--- config.mk ---
export PLATFORM = sky130hd
export DESIGN_NAME = led_matrix_scanner
export DESIGN_NICKNAME = d
export VERILOG_FILES = /design/src/rtl/matrix_pkg.sv /design/src/rtl/tick_divider.sv /design/src/rtl/led_matrix_scanner.sv
export SDC_FILE = /design/constraint.sdc
export NUM_CORES = 1
export LEC_CHECK = 0
export BUFFER_PORTS_ARGS = -buffer_cell sky130_fd_sc_hd__buf_4
export CAP_MARGIN = 0
export CELL_PAD_IN_SITES_DETAIL_PLACEMENT = 2
export CELL_PAD_IN_SITES_GLOBAL_PLACEMENT = 2
export CORE_MARGIN = 3
export CORE_UTILIZATION = 31
export DETAILED_ROUTE_END_ITERATION = 8
export PLACE_DENSITY = 0.72
export SLEW_MARGIN = 20
export SYNTH_ARGS = -nofsm -noshare
export SYNTH_HDL_FRONTEND = slang
export SYNTH_SLANG_ARGS = --single-unit
--- constraint.sdc ---
create_clock -name clk -period 1.9 [get_ports clk]
set_input_delay 0.19 -clock clk [delete_from_list [all_inputs] [get_ports clk]]
set_output_delay 0.19 -clock clk [all_outputs]
set_load 0.02 [all_outputs]
--- src/rtl/matrix_pkg.sv ---
`default_nettype none
// +------------------------------------------------------------------+
// | matrix_pkg: shared geometry and column-mirror map for 5x7 matrix |
// | Rev 1.0                                                          |
// +------------------------------------------------------------------+
package matrix_pkg;

  localparam int N_COLS = 5;
  localparam int N_ROWS = 7;
  localparam logic [N_COLS-1:0] COLS_OFF = 5'b11111;

  typedef logic [N_ROWS-1:0] row_t;
  typedef logic [2:0]        col_idx_t;

  // Physical column -> half-image index (2,1,0,1,2): the image is Y-symmetric.
  function automatic logic [1:0] mirror_sel(input col_idx_t col_idx);
    case (col_idx)
      3'd0, 3'd4: mirror_sel = 2'd2;
      3'd1, 3'd3: mirror_sel = 2'd1;
      default:    mirror_sel = 2'd0;
    endcase
  endfunction

endpackage
`default_nettype wire

--- src/rtl/tick_divider.sv ---
`default_nettype none
// +------------------------------------------------------------------+
// | tick_divider: modulo-MODULO counter with a terminal-count strobe  |
// | Rev 1.0                                                          |
// +------------------------------------------------------------------+
module tick_divider #(
  parameter int MODULO = 4,
  parameter int W      = (MODULO > 1) ? $clog2(MODULO) : 1
) (
  input  logic         clk,
  input  logic         reset_n,
  input  logic         enable,
  output logic [W-1:0] count,
  output logic         wrap
);

  localparam logic [W-1:0] LAST = W'(MODULO - 1);

  assign wrap = enable && (count == LAST);

  always_ff @(posedge clk) begin
    if (!reset_n) begin
      count <= '0;
    end else if (enable) begin
      count <= wrap ? '0 : count + 1'b1;
    end
  end

endmodule
`default_nettype wire

--- src/rtl/led_matrix_scanner.sv ---
`default_nettype none
// +------------------------------------------------------------------+
// | led_matrix_scanner: tear-free, anti-ghosting 5x7 column scanner  |
// | Rev 1.0                                                          |
// +------------------------------------------------------------------+
module led_matrix_scanner
  import matrix_pkg::*;
#(
  parameter int CLK_DIV      = 50000,
  parameter int BLANK        = 2,
  parameter int BLINK_FRAMES = 100
) (
  input  logic              clk,
  input  logic              reset_n,
  input  logic [N_ROWS-1:0] col_2,
  input  logic [N_ROWS-1:0] col_1,
  input  logic [N_ROWS-1:0] col_0,
  input  logic              blink_en,
  output logic [N_COLS-1:0] matrix_cols,
  output logic [N_ROWS-1:0] matrix_rows,
  output logic              frame_start
);

  localparam int DIV_W  = (CLK_DIV > 1) ? $clog2(CLK_DIV) : 1;
  localparam int BCNT_W = (BLINK_FRAMES > 1) ? $clog2(BLINK_FRAMES) : 1;
  localparam logic [DIV_W-1:0]  BLANK_C   = DIV_W'(BLANK);
  localparam logic [BCNT_W-1:0] LAST_BCNT = BCNT_W'(BLINK_FRAMES - 1);
  localparam col_idx_t          LAST_COL  = 3'(N_COLS - 1);

  logic [DIV_W-1:0]  div;
  logic              div_wrap;
  logic [BCNT_W-1:0] bcnt;
  logic              bcnt_wrap;
  logic              frame_wrap;
  logic              blink_flip;
  logic              blink_on;
  col_idx_t          col_idx;
  row_t              sh2, sh1, sh0;
  row_t              sel_rows;
  logic [N_COLS-1:0] drive_cols;

  tick_divider #(.MODULO(CLK_DIV), .W(DIV_W)) u_prescaler (
    .clk     (clk),
    .reset_n (reset_n),
    .enable  (1'b1),
    .count   (div),
    .wrap    (div_wrap)
  );

  assign frame_wrap = div_wrap && (col_idx == LAST_COL);

  // Frame counter is held cleared while blinking is off, so enabling starts at 0.
  tick_divider #(.MODULO(BLINK_FRAMES), .W(BCNT_W)) u_blink_cnt (
    .clk     (clk),
    .reset_n (reset_n & blink_en),
    .enable  (frame_wrap),
    .count   (bcnt),
    .wrap    (bcnt_wrap)
  );

  assign blink_flip = bcnt_wrap && (bcnt == LAST_BCNT);
  assign drive_cols = ~(N_COLS'(1) << col_idx);

  always_comb begin
    case (mirror_sel(col_idx))
      2'd2:    sel_rows = sh2;
      2'd1:    sel_rows = sh1;
      default: sel_rows = sh0;
    endcase
  end

  always_ff @(posedge clk) begin
    if (!reset_n) begin
      col_idx     <= '0;
      sh2         <= '0;
      sh1         <= '0;
      sh0         <= '0;
      blink_on    <= 1'b1;
      matrix_cols <= COLS_OFF;
      matrix_rows <= '0;
      frame_start <= 1'b0;
    end else begin
      if (div_wrap) begin
        col_idx <= frame_wrap ? '0 : col_idx + 3'd1;
      end

      // Image is captured only at the frame boundary so a frame never tears.
      if (frame_wrap) begin
        sh2 <= col_2;
        sh1 <= col_1;
        sh0 <= col_0;
      end

      if (!blink_en) begin
        blink_on <= 1'b1;
      end else if (blink_flip) begin
        blink_on <= ~blink_on;
      end

      if (div < BLANK_C) begin
        matrix_cols <= COLS_OFF;
        matrix_rows <= '0;
      end else begin
        matrix_cols <= drive_cols;
        matrix_rows <= sel_rows & {N_ROWS{blink_on}};
      end

      frame_start <= (col_idx == 3'd0) && (div == '0);
    end
  end

endmodule
`default_nettype wire

### Word-level counts from Yosys, hierarchy flattened

Index checks and enable logic that the tools add are counted.

| word-level totals | value |
|---|---|
| register bits | 61 |
| bits in latches | 0 |
| RAM bits | 0 |
| memory bits (read-only) | 0 |
| input bits | 24 |
| output and inout bits | 13 |
| logic and storage cells | 42 |
| memories kept | 0 |

| cells by class | value |
|---|---|
| add/sub/neg operators | 3 |
| multiply operators | 0 |
| div/mod/pow operators | 0 |
| order comparisons | 1 |
| equal/unequal tests | 7 |
| shift-type cells | 1 |
| muxes and demuxes | 4 |
| bitwise operators | 5 |
| reduce and logical (&&, ||, !) cells | 11 |

Operator list:

| kind | number |
|---|---|
| 16-bit by 1-bit adder with 16-bit output, second input constant | 1 |
| 16-bit equality test, second input constant | 1 |
| 16-bit zero test | 1 |
| 16-bit by 2-bit less-than comparator with 1-bit output, second input constant | 1 |
| 7-bit one-hot mux with 2 select lines | 1 |
| 2-bit OR reduction | 4 |
| 7-bit by 1-bit adder with 7-bit output, second input constant | 1 |
| 7-bit AND | 1 |
| 7-bit equality test, second input constant | 1 |
| 7-bit two-way mux | 1 |
| 5-bit inverter | 1 |
| 1-bit by 3-bit << shifter with 5-bit output, first input constant | 1 |
| 1-bit logical AND | 4 |
| 2-bit one-hot mux with 2 select lines | 1 |
| 3-bit by 1-bit adder with 3-bit output, second input constant | 1 |
| 3-bit by 1-bit equality test with 1-bit output, second input constant | 1 |
| 3-bit by 2-bit equality test with 1-bit output, second input constant | 1 |
| 3-bit equality test, second input constant | 1 |
| 3-bit zero test | 1 |
| 3-bit two-way mux | 1 |
| 2-bit by 1-bit equality test with 1-bit output, second input constant | 1 |
| 2-bit equality test, second input constant | 1 |
| 1-bit inverter | 2 |
| 2-bit AND reduction | 1 |
| 1-bit AND | 1 |

### Longest topological paths before layout

Gate-level depths: netlist of the first run.

| logic depth | value |
|---|---|
| word-level depth | 6 |
| mapped depth | 8 |
| mapped depth without buffers | 6 |

### By module

Synthesis of the first run repeated with hierarchy kept, for this count alone.

| second synthesis, totals | value |
|---|---|
| cells, all modules | 317 |
| area total of the unflattened synthesis | 2781.4 um^2 |

By module, submodules not included:

| module | instances | cells an instance | area each (um^2) | sequential area each (um^2) |
|---|---|---|---|---|
| led_matrix_scanner | 1 | 186 | 1581.5 | 760.7 |
| tick_divider (u_prescaler) | 1 | 89 | 772.0 | 320.3 |
| tick_divider (u_blink_cnt) | 1 | 42 | 427.9 | 140.1 |

### Worst setup path after synthesis of the first run

No wires, ideal clock.

| path | value |
|---|---|
| path kind | register to register |
| from | register col_idx[0] |
| to | register u_blink_cnt.count[2] |
| library setup time | 70 ps |
| arrival time | 1718 ps |
| data required time | 1830 ps |
| setup slack | 112 ps |
| cell stages (with the launch flop) | 9 |
| path buffers | 3 |
| clock period less this slack | 1788 ps |
| cell sequence | dfxtp_1 inv_1 ha_1 clkbuf_1 and2_1 buf_2 buf_1 nand4_1 a21oi_1 |

| between the ends | value |
|---|---|
| cells in the longest elaborated chain, start to end | 4 |

RTL lines:

| item | line | text |
|---|---|---|
| from (decl) | led_matrix_scanner.sv:37 | `col_idx_t col_idx;` |
| from (signal assigned) | led_matrix_scanner.sv:84 | `col_idx <= frame_wrap ? '0 : col_idx + 3'd1;` |
| 3-bit equality test (*) | led_matrix_scanner.sv:50 | `assign frame_wrap = div_wrap && (col_idx == LAST_COL);` |
| 1-bit logical AND (*) | led_matrix_scanner.sv:50 |  |
| 1-bit logical AND | tick_divider.sv:19 | `assign wrap = enable && (count == LAST);` |
| 7-bit two-way mux | tick_divider.sv:25 | `count <= wrap ? '0 : count + 1'b1;` |
| to (signal assigned) | tick_divider.sv:25 |  |
| to (decl) | tick_divider.sv:13 | `output logic [W-1:0] count,` |

Every way passes the cells marked *; elsewhere a longest branch is shown, timed or not.
A chain may end at the register's enable or synchronous reset.

### Worst setup path after layout of the first run

| path | value |
|---|---|
| from | register u_prescaler.count[4] |
| to | register u_blink_cnt.count[0] |

| between the ends | value |
|---|---|
| cells in the longest elaborated chain, start to end | 4 |

RTL lines:

| item | line |
|---|---|
| from (decl) | tick_divider.sv:13 |
| from (signal assigned) | tick_divider.sv:25 |
| 16-bit equality test (*) | tick_divider.sv:19 |
| 1-bit logical AND (*) | led_matrix_scanner.sv:50 |
| 1-bit logical AND | tick_divider.sv:19 |
| 7-bit two-way mux | tick_divider.sv:25 |

Marked as above.

==> flow_summary_export.csv, run 1 <==
group,metric,value,unit
sta,period_needed,1720,ps
clock_tree,hold_buffers,0,
worst_setup_path,arrival,1980,ps
finish,fin_nets,392,
sta,rsz0062_at_grt,"no",
clock_tree,clk_pin_slew,70,ps
place,place.gp.congestion,0.776,
clock_tree,cts_root_buf,"clkbuf_8",
synthesis,synth_cell_types,41,
clock_tree,cts_tree,"yes",
routing,wl,8330,um
synthesis,ys_ff_latch,61,
sta,min_period_over_period,90.4,%
power_and_ir_drop,p_leak,1.27,nW
synthesis,yosysSeqAreaShare,44.6,%
clock_tree,clockBufferDepth,2,
sta,maxSlewViolCount,0,
routing,drt_iter0_markers,41,
sta,max_freq,0.582,GHz
sta,setup_violations,0,
routing,via_count,2516,
worst_setup_path,worstSetupPathType,"reg -> reg",
worst_setup_path,r2r_cells,4,
floorplanning,start_util,32.6,%
global_routing,antenna_found_initial,0,
clock_tree,post_cts_resized,0,
synthesis,synthArstFlopShare,0,%
synthesis,ys.flop_type,"dfxtp_1",
sta,maxSlewHeadroom,71.7,%
place,io_buffer_count,36,
synthesis,synth_edf_count,0,
power_and_ir_drop,ir_drop,0.000288,V
worst_setup_path,end_kind,"flop",
global_routing,grt_max_degree,33,
floorplanning,rows,33,
place,dp_slack,112,ps
clock_tree,clkLatencyLatePin,340,ps
place,dp.cells,453,
global_routing,grt_pass1_vias,2709,
finish,syn_to_final_growth,26.6,%
finish,final_cells,469,
clock_tree,ctsHtreeMaxLevel,3,
power_and_ir_drop,cellPowerDensity,768,mW/mm^2
routing,drt-pass1-iter-count,6,
sta,skew,5.93,ps
finish,diodes,0,
floorplanning,core,0.00838,mm^2
outcome,status,"finished, final reports clean",
floorplanning,die_x,100,um
floorplanning,die_area,0.00999,mm^2
routing,vias_per_cell,5.36,
finish,register_area,0.00122,mm^2
worst_setup_path,critPathMaxFanout,7,
global_routing,grt_pass1_wl,13900,um
worst_setup_path,cp.required,2160,ps
job,drv_cap,0,
finish,final_area,0.00346,mm^2
finish,nFillCells,940,
routing,ant_nets,0,
synthesis,synth_nets,342,
place,placed_cell_area,0.00324,mm^2
clock_tree,cts_made_buffers,9,
floorplanning,boundaryPins,37,
global_routing,overflow,0,
routing,wire_per_inst,17.8,um
sta,fin_setup_tns,0,ps
floorplanning,die_y,100,um
synthesis,netlist_area,0.00274,mm^2
sta,worstMarginPinSlew,420,ps
sta,setup_ws,182,ps
synthesis,syn_avg_cell_area,8.86,um^2
routing,drcViolationCount,0,
global_routing,grt.total_usage,17.9,%
place,place_hpwl,5850,um
synthesis,ys_warn_count,0,
hold_path,min_path_type,"in -> reg",
sta,hold_viol_final,0,
worst_setup_path,startpoint_type,"flop",
synthesis,syn_inst,309,
clock_tree,clock-sinks,61,
finish,multi_input_area,0.00140,mm^2
finish,drive_gt1_share,22.0,%
clock_tree,post-cts-setup-buffers,0,
hold_path,hold_path_depth,3,
-- critical path: stages, from the launching register on --
cell and delay, ps:
dfxtp_1 370, nor4_4 380, nand4_4 190, or4_1 530, a21oi_1 170
-- routing by layer --
| layer | global-route usage, % | wire length [um] |
|---|---|---|
| met1 | 22.9 | 3980 |
| met2 | 29.8 | 3980 |
| met3 | 3.06 | 244 |
| met4 | 7.14 | 122 |
| met5 | 0 | 0 |
-- final timing paths --
path / slack (ps) / to / from
worst min register to register: 490 / sh2[4] / sh2[4]
worst max register to register: 180 / u_blink_cnt.count[0] / u_prescaler.count[4]
worst max-delay path: 180 / u_blink_cnt.count[0] / u_prescaler.count[4]
worst min-delay path: 130 / sh0[3] / col_0[3]
-- Yosys cell counts (5+ instances only) --
| library cell | count | share of area, % |
|---|---|---|
| a211oi_1 | 8 | 2.2 |
| a21boi_0 | 21 | 5.8 |
| a21oi_1 | 7 | 1.3 |
| a22oi_1 | 7 | 1.9 |
| and3_1 | 6 | 1.4 |
| and4_1 | 5 | 1.6 |
| buf_2 | 5 | 0.91 |
| clkbuf_1 | 12 | 1.6 |
| dfxtp_1 | 61 | 45 |
| ha_1 | 9 | 4.1 |
| inv_1 | 9 | 1.2 |
| nand2_1 | 13 | 1.8 |
| nand3_1 | 34 | 6.2 |
| nand4_1 | 10 | 2.3 |
| nor2_1 | 22 | 3.0 |
| nor3_1 | 5 | 0.91 |
| nor4_1 | 5 | 1.1 |
| o21ai_0 | 26 | 4.8 |
| xnor2_1 | 5 | 1.6 |
| xor2_1 | 8 | 2.6 |
-- stage by stage --
step                utilization, %  power (mW)  hold WS (ps)
floorplan                        -        1.38           348
global placement              38.6        1.45           464
detailed placement            38.6        1.46           480
CTS                           41.1        2.70           112
global route                  41.3        2.79           126
finish                        41.3        2.66           125
-- flip-flops by register name, indices dropped and copies added (netlist names) --
| signal | count |
|---|---|
| u_blink_cnt.count | 7 |
| blink_on | 1 |
| matrix_rows | 7 |
| sh2 | 7 |
| sh0 | 7 |
| matrix_cols | 5 |
| col_idx | 3 |
| sh1 | 7 |
| frame_start | 1 |
| u_prescaler.count | 16 |
-- area by class of cell --
class	instances	area share [%]
Clock inverter	3	1.23
Multi-Input combinational cell	218	40.4
Inverter	9	0.975
Timing Repair Buffer	60	13.5
Tap cell	105	3.79
Clock buffer	13	4.88
Sequential cell	61	35.3
-- cells in the final DEF, fill, tap and decap left out, types with 2 or more instances in the layout --
| cell type | netlist | routed |
|---|---|---|
| and4_1 | 5 | 5 |
| clkbuf_8 | 0 | 12 |
| inv_1 | 9 | 9 |
| ha_1 | 9 | 9 |
| nor2_1 | 22 | 22 |
| or4_1 | 3 | 3 |
| a31oi_1 | 2 | 2 |
| xor2_1 | 8 | 8 |
| nor4_1 | 5 | 5 |
| a21boi_0 | 21 | 21 |
| and3_1 | 6 | 6 |
| xnor2_1 | 5 | 5 |
| buf_4 | 2 | 58 |
| nand3_1 | 34 | 34 |
| o21a_1 | 2 | 2 |
| a21oi_1 | 7 | 7 |
| and2_1 | 3 | 3 |
| nand2_1 | 13 | 12 |
| a211oi_1 | 8 | 8 |
| nor3_1 | 5 | 5 |
| a22oi_1 | 7 | 7 |
| o31ai_1 | 3 | 3 |
| o21ai_0 | 26 | 26 |
| dfxtp_1 | 61 | 61 |
| a21boi_1 | 2 | 2 |
| nand4_1 | 10 | 10 |
-- power breakdown --
part           leakage [nW]  switching, mW  total (mW)  internal (mW)
logic                 0.675         0.0676       0.137         0.0689
clock network         0.106          0.521        1.23          0.712
registers             0.492        0.00452        1.29           1.29
-- cells by family after synthesis --
family,Yosys count,synth area share (%)
AOI/OAI and AO/OA,82,19.6
xor gates and xnor gates,13,4.16
adders and majority gates,9,4.12
buffers and inverters,30,4.66
DFF,61,44.6
muxes,1,0.366
and+or+nand+nor,113,22.5
Note: power is estimated with default switching activity, not from simulation.
==> run 2: changes to the inputs <==
--- a/config.mk
+++ b/config.mk
@@ -9,6 +9,7 @@
 export CAP_MARGIN = 0
 export CELL_PAD_IN_SITES_DETAIL_PLACEMENT = 2
 export CELL_PAD_IN_SITES_GLOBAL_PLACEMENT = 2
+export CORE_ASPECT_RATIO = 1.4
 export CORE_MARGIN = 3
 export CORE_UTILIZATION = 31
 export DETAILED_ROUTE_END_ITERATION = 8
==> flow_summary_export.csv, run 2 (synthesis gave the netlist of run 1 again) <==
group,metric,value,unit
outcome,status,"finished, final reports clean",
sta,rsz0062_at_grt,"no",
job,drv_cap,0,
clock_tree,post-cts-setup-buffers,0,
clock_tree,clk_pin_slew,50,ps
sta,min_period_over_period,92.3,%
sta,setup_violations,0,
power_and_ir_drop,swShare,20.4,%
hold_path,hold_path_depth,3,
routing,via_count,2521,
worst_setup_path,startpoint_type,"flop",
finish,utilization,42.3,%
worst_setup_path,crit_path_max_incr_delay,380,ps
sta,maxSlewViolCount,0,
worst_setup_path,path_buf_inv,1,
clock_tree,cts_root_buf,"clkbuf_16",
power_and_ir_drop,p_clk_share,55.9,%
power_and_ir_drop,intPower,2.58,mW
finish,fin_nets,391,
worst_setup_path,cp.required,2170,ps
global_routing,overflow,0,
finish,mostFrequentLayoutCell,"dfxtp_1",
routing,wire_per_inst,18.9,um
clock_tree,cts_tree,"yes",
clock_tree,clock-sinks,61,
worst_setup_path,crit_chain,"nor4_4 > nand4_2 > buf_4 > or3_1 > a21boi_1",
routing,drt-pass1-iter-count,4,
sta,max_freq,0.570,GHz
floorplanning,die_area,0.0100,mm^2
power_and_ir_drop,ir_drop,0.000591,V
power_and_ir_drop,p_sw,659,uW
clock_tree,post_cts_resized,0,
floorplanning,die_y,117,um
clock_tree,clkLatencyLatePin,330,ps
sta,hold_viol_final,0,
worst_setup_path,r2r_cells,5,
power_and_ir_drop,cellPowerDensity,910,mW/mm^2
power_and_ir_drop,pwr-share-comb,4.0,%
global_routing,antenna_found_initial,0,
clock_tree,hold_buffers,0,
global_routing,met3_usage,4.69,%
routing,wl,8770,um
floorplanning,core,0.00839,mm^2
place,place_hpwl,6170,um
power_and_ir_drop,sequentialPowerShare,40.1,%
clock_tree,ctsHtreeMaxLevel,3,
floorplanning,die_x,85.4,um
hold_path,min_path_type,"in -> reg",
sta,maxSlewHeadroom,61.8,%
worst_setup_path,worstSetupPathType,"reg -> reg",
place,place.gp.congestion,0.784,
place,io_buffer_count,36,
worst_setup_path,critPathSlowestCell,"nor4_4",
floorplanning,rows,39,
global_routing,grt_pass1_vias,2856,
sta,skew,4.05,ps
finish,syn_to_final_growth,29.9,%
worst_setup_path,arrival,2020,ps
routing,drt_iter0_markers,85,
sta,period_needed,1750,ps
finish,diodes,0,
finish,drive_gt1_share,21.2,%
floorplanning,start_util,32.6,%
worst_setup_path,crit_family,"simple AND/OR/NAND/NOR gates",
finish,largest_register_ffs,16,
global_routing,grt-busiest-layer,"met2",
clock_tree,clockBufferDepth,2,
routing,ant_nets,0,
worst_setup_path,end_kind,"flop",
finish,layout_common_cells,"61 x dfxtp_1, 58 x buf_4, 34 x nand3_1, 26 x o21ai_0, 22 x nor2_1",
power_and_ir_drop,p_leak,1.35,nW
global_routing,grt.total_usage,19.2,%
global_routing,grt_use_met2,37.3,%
routing,vias_per_cell,5.42,
global_routing,grt_pass1_wl,14500,um
sta,worstMarginPinSlew,566,ps
finish,largest-register,"u_prescaler.count",
routing,drcViolationCount,0,
worst_setup_path,critPathMaxFanout,13,
clock_tree,cts_made_buffers,9,
global_routing,grt_max_degree,33,
sta,fin_setup_tns,0,ps
floorplanning,boundaryPins,37,
worst_setup_path,worst-path-stages,5,
global_routing,grt_util_met1,19.0,%
[run 2: power groups by stage]
stage / clock network (mW) / logic (mW) / registers [mW]
global placement: 0 / 0.126 / 1.32
global route: 1.92 / 0.142 / 1.30
finish: 1.81 / 0.129 / 1.30
floorplan: 0 / 0.0485 / 1.33
CTS: 1.85 / 0.132 / 1.30
detailed placement: 0 / 0.130 / 1.32
[run 2: metal layers]
layer  part of all wire (%)  up-vias  wire [um]
met2                     56       45       4890
met5                      0        -          0
met1                     39     1244       3380
li1                       -     1218          -
met3                    3.4       14        294
met4                    2.4        0        209
[run 2: final timing paths]
check                                     startpoint         end  slack [ps]
worst min-delay path                        col_1[6]      sh1[6]         130
worst min register to register                sh1[3]      sh1[3]         480
worst max-delay path            u_prescaler.count[4]  col_idx[2]         150
worst max register to register  u_prescaler.count[4]  col_idx[2]         150
[run 2: worst reg2reg max path, stage by stage (launching register included)]
cell and delay, ps:
dfxtp_1 370, nor4_4 380, nand4_2 210, buf_4 240, or3_1 350, a21boi_1 140
[run 2: layout make-up]
class	instances	area (um^2)
clock buffer	13	260
clock inverter	3	67.6
fill	931	4840
inverter	9	33.8
multi-input combinational	218	1390
sequential	61	1220
tap	102	128
timing repair buffer	59	455
[run 2: metrics by stage]
| step | power [mW] | worst slack [ps] | area [um^2] | std cells | hold slack [ps] |
|---|---|---|---|---|---|
| after floorplan | 1.38 | 112 | 2740 | 309 | 348 |
| after global placement | 1.45 | 258 | 3230 | 449 | 465 |
| after detailed placement | 1.45 | 169 | 3230 | 449 | 480 |
| after CTS | 3.28 | 83.7 | 3550 | 465 | 120 |
| after global routing | 3.36 | 4.26 | 3550 | 465 | 144 |
| final | 3.23 | 147 | 3550 | 465 | 130 |
==> run 3: changes to the inputs <==
--- a/config.mk
+++ b/config.mk
@@ -13,6 +13,7 @@
 export CORE_MARGIN = 3
 export CORE_UTILIZATION = 31
 export DETAILED_ROUTE_END_ITERATION = 8
+export GPL_TIMING_DRIVEN = 1
 export PLACE_DENSITY = 0.72
 export SLEW_MARGIN = 20
 export SYNTH_ARGS = -nofsm -noshare
==> constraint.sdc (replaced) <==
create_clock -name clk -period 1.9 [get_ports clk]
set_input_delay 0.38 -clock clk [delete_from_list [all_inputs] [get_ports clk]]
set_output_delay 0.38 -clock clk [all_outputs]
set_load 0.02 [all_outputs]
==> flow_summary_export.csv, run 3 (synthesis gave the netlist of run 1 again) <==
group,metric,value,unit
finish,largest-register,"u_prescaler.count",
finish,utilization,42.2,%
routing,via_count,2519,
finish,syn_to_final_growth,29.6,%
job,drv_cap,0,
sta,setup_violations,0,
finish,nFillCells,931,
finish,mostFrequentLayoutCell,"dfxtp_1",
global_routing,antenna_found_initial,0,
worst_setup_path,end_kind,"flop",
sta,maxSlewHeadroom,52.5,%
sta,period_needed,1740,ps
worst_setup_path,worstSetupPathType,"reg -> reg",
finish,largest_register_ffs,16,
sta,fin_setup_tns,0,ps
finish,fin_nets,392,
clock_tree,cts_tree,"yes",
routing,ant_nets,0,
floorplanning,start_util,32.6,%
global_routing,grt_pass1_vias,2803,
routing,drcViolationCount,0,
sta,min_period_over_period,91.7,%
routing,wl_met2,4720,um
floorplanning,die_area,0.0100,mm^2
routing,wire_per_inst,18.4,um
clock_tree,clockBufferDepth,2,
power_and_ir_drop,intPower,2.48,mW
worst_setup_path,startpoint_type,"flop",
routing,drt-pass1-iter-count,4,
sta,rsz0062_at_grt,"no",
finish,diodes,0,
clock_tree,ctsHtreeMaxLevel,3,
worst_setup_path,critPathMaxFanout,6,
clock_tree,clock-sinks,61,
place,dp_slack,226,ps
hold_path,min_path_type,"in -> reg",
routing,dr_wl_met3,241,um
routing,vias_per_cell,5.41,
power_and_ir_drop,ir_drop,0.000514,V
routing,wl,8580,um
sta,max_freq,0.574,GHz
routing,drt_iter0_markers,95,
worst_setup_path,critPathSlowestCell,"nor4b_1",
floorplanning,die_x,85.4,um
place,dp.cells,450,
sta,setup_ws,157,ps
worst_setup_path,crit_chain,"nor4b_1 > and3_1 > and4_1 > o21ai_0",
power_and_ir_drop,p_clk_share,54.2,%
sta,skew,5.36,ps
clock_tree,post_cts_resized,0,
finish,drive_gt1_share,21.7,%
clock_tree,clkLatencyLatePin,330,ps
power_and_ir_drop,p_sw,642,uW
global_routing,grt_max_degree,22,
place,place_hpwl,6060,um
power_and_ir_drop,pwr-share-comb,4.2,%
worst_setup_path,crit_path_max_incr_delay,670,ps
sta,worstMarginPinSlew,703,ps
clock_tree,cts_root_buf,"clkbuf_16",
place,place.gp.congestion,0.770,
global_routing,grt_pass1_wl,14100,um
routing,top_layer,"met4",
floorplanning,boundaryPins,37,
finish,layout_common_cells,"61 x dfxtp_1, 59 x buf_4, 34 x nand3_1, 26 x o21ai_0, 22 x nor2_1",
clock_tree,post-cts-setup-buffers,0,
outcome,status,"finished, final reports clean",
clock_tree,cts_made_buffers,9,
power_and_ir_drop,cellPowerDensity,879,mW/mm^2
power_and_ir_drop,p_leak,1.35,nW
global_routing,grt.total_usage,18.3,%
finish,final_cells,466,
worst_setup_path,cp.required,2110,ps
worst_setup_path,arrival,1950,ps
floorplanning,die_y,117,um
sta,hold_viol_final,0,
global_routing,overflow,0,
sta,maxSlewViolCount,0,
floorplanning,rows,39,
power_and_ir_drop,swShare,20.6,%
floorplanning,core,0.00839,mm^2
place,io_buffer_count,36,
clock_tree,hold_buffers,0,
routing,drt-met1-wl,3480,um
clock_tree,clk_pin_slew,50,ps
power_and_ir_drop,sequentialPowerShare,41.6,%
==> run 3: cell types whose count changed in the layout (fill, tap and decap cells not counted) <==
cell,before,now
clkinv_2,0,1
clkbuf_8,2,3
buf_4,58,59
clkbuf_1,2,1
bufinv_16,2,1
==> run 3: final timing paths <==
path / depth (start not counted) / end / start / slack [ps]
setup reg to reg: 4 / blink_on / u_blink_cnt.count[2] / 160
hold reg to reg: 2 / sh1[3] / sh1[3] / 490
setup / recovery: 4 / blink_on / u_blink_cnt.count[2] / 160
hold / removal: 3 / sh1[3] / col_1[3] / 320
==> run 3: layout make-up <==
cell class | instances | area, um^2 | area share, %
Clock buffer | 13 | 270 | 7.62
Timing Repair Buffer | 60 | 463 | 13.1
Tap cell | 102 | 128 | 3.60
Inverter | 9 | 33.8 | 0.953
Clock inverter | 3 | 42.5 | 1.20
Multi-Input combinational cell | 218 | 1390 | 39.1
Sequential cell | 61 | 1220 | 34.4
==> run 3: worst max-delay path, delay by kind of cell, from the launching register on <==
kind / cells / cell delay [ps]
DFF: 1 / 370
and+or+nand+nor: 3 / 1200
AOI/OAI and AO/OA: 1 / 60
==> run 3: stage by stage <==
stage,area (um^2),hold WS [ps],power (mW)
final,3550,324,3.12
after global routing,3550,347,3.23
after CTS,3550,317,3.16
after detailed placement,3230,485,1.46
after global placement,3230,466,1.45
after floorplan,2740,455,1.38
==> run 3: power by group through the flow <==
| stage | clock [mW] | sequential [mW] | combinational [mW] |
|---|---|---|---|
| floorplan | 0 | 1.33 | 0.0485 |
| global placement | 0 | 1.32 | 0.128 |
| detailed placement | 0 | 1.32 | 0.132 |
| global route | 1.79 | 1.30 | 0.143 |
| finish | 1.69 | 1.30 | 0.130 |
| CTS | 1.73 | 1.30 | 0.134 |
==> run 3: routing by layer <==
metal,vias up,track usage [%]
met1,1251,19.2
met2,33,35.2
met5,-,0
li1,1221,-
met3,14,3.57
met4,0,7.60
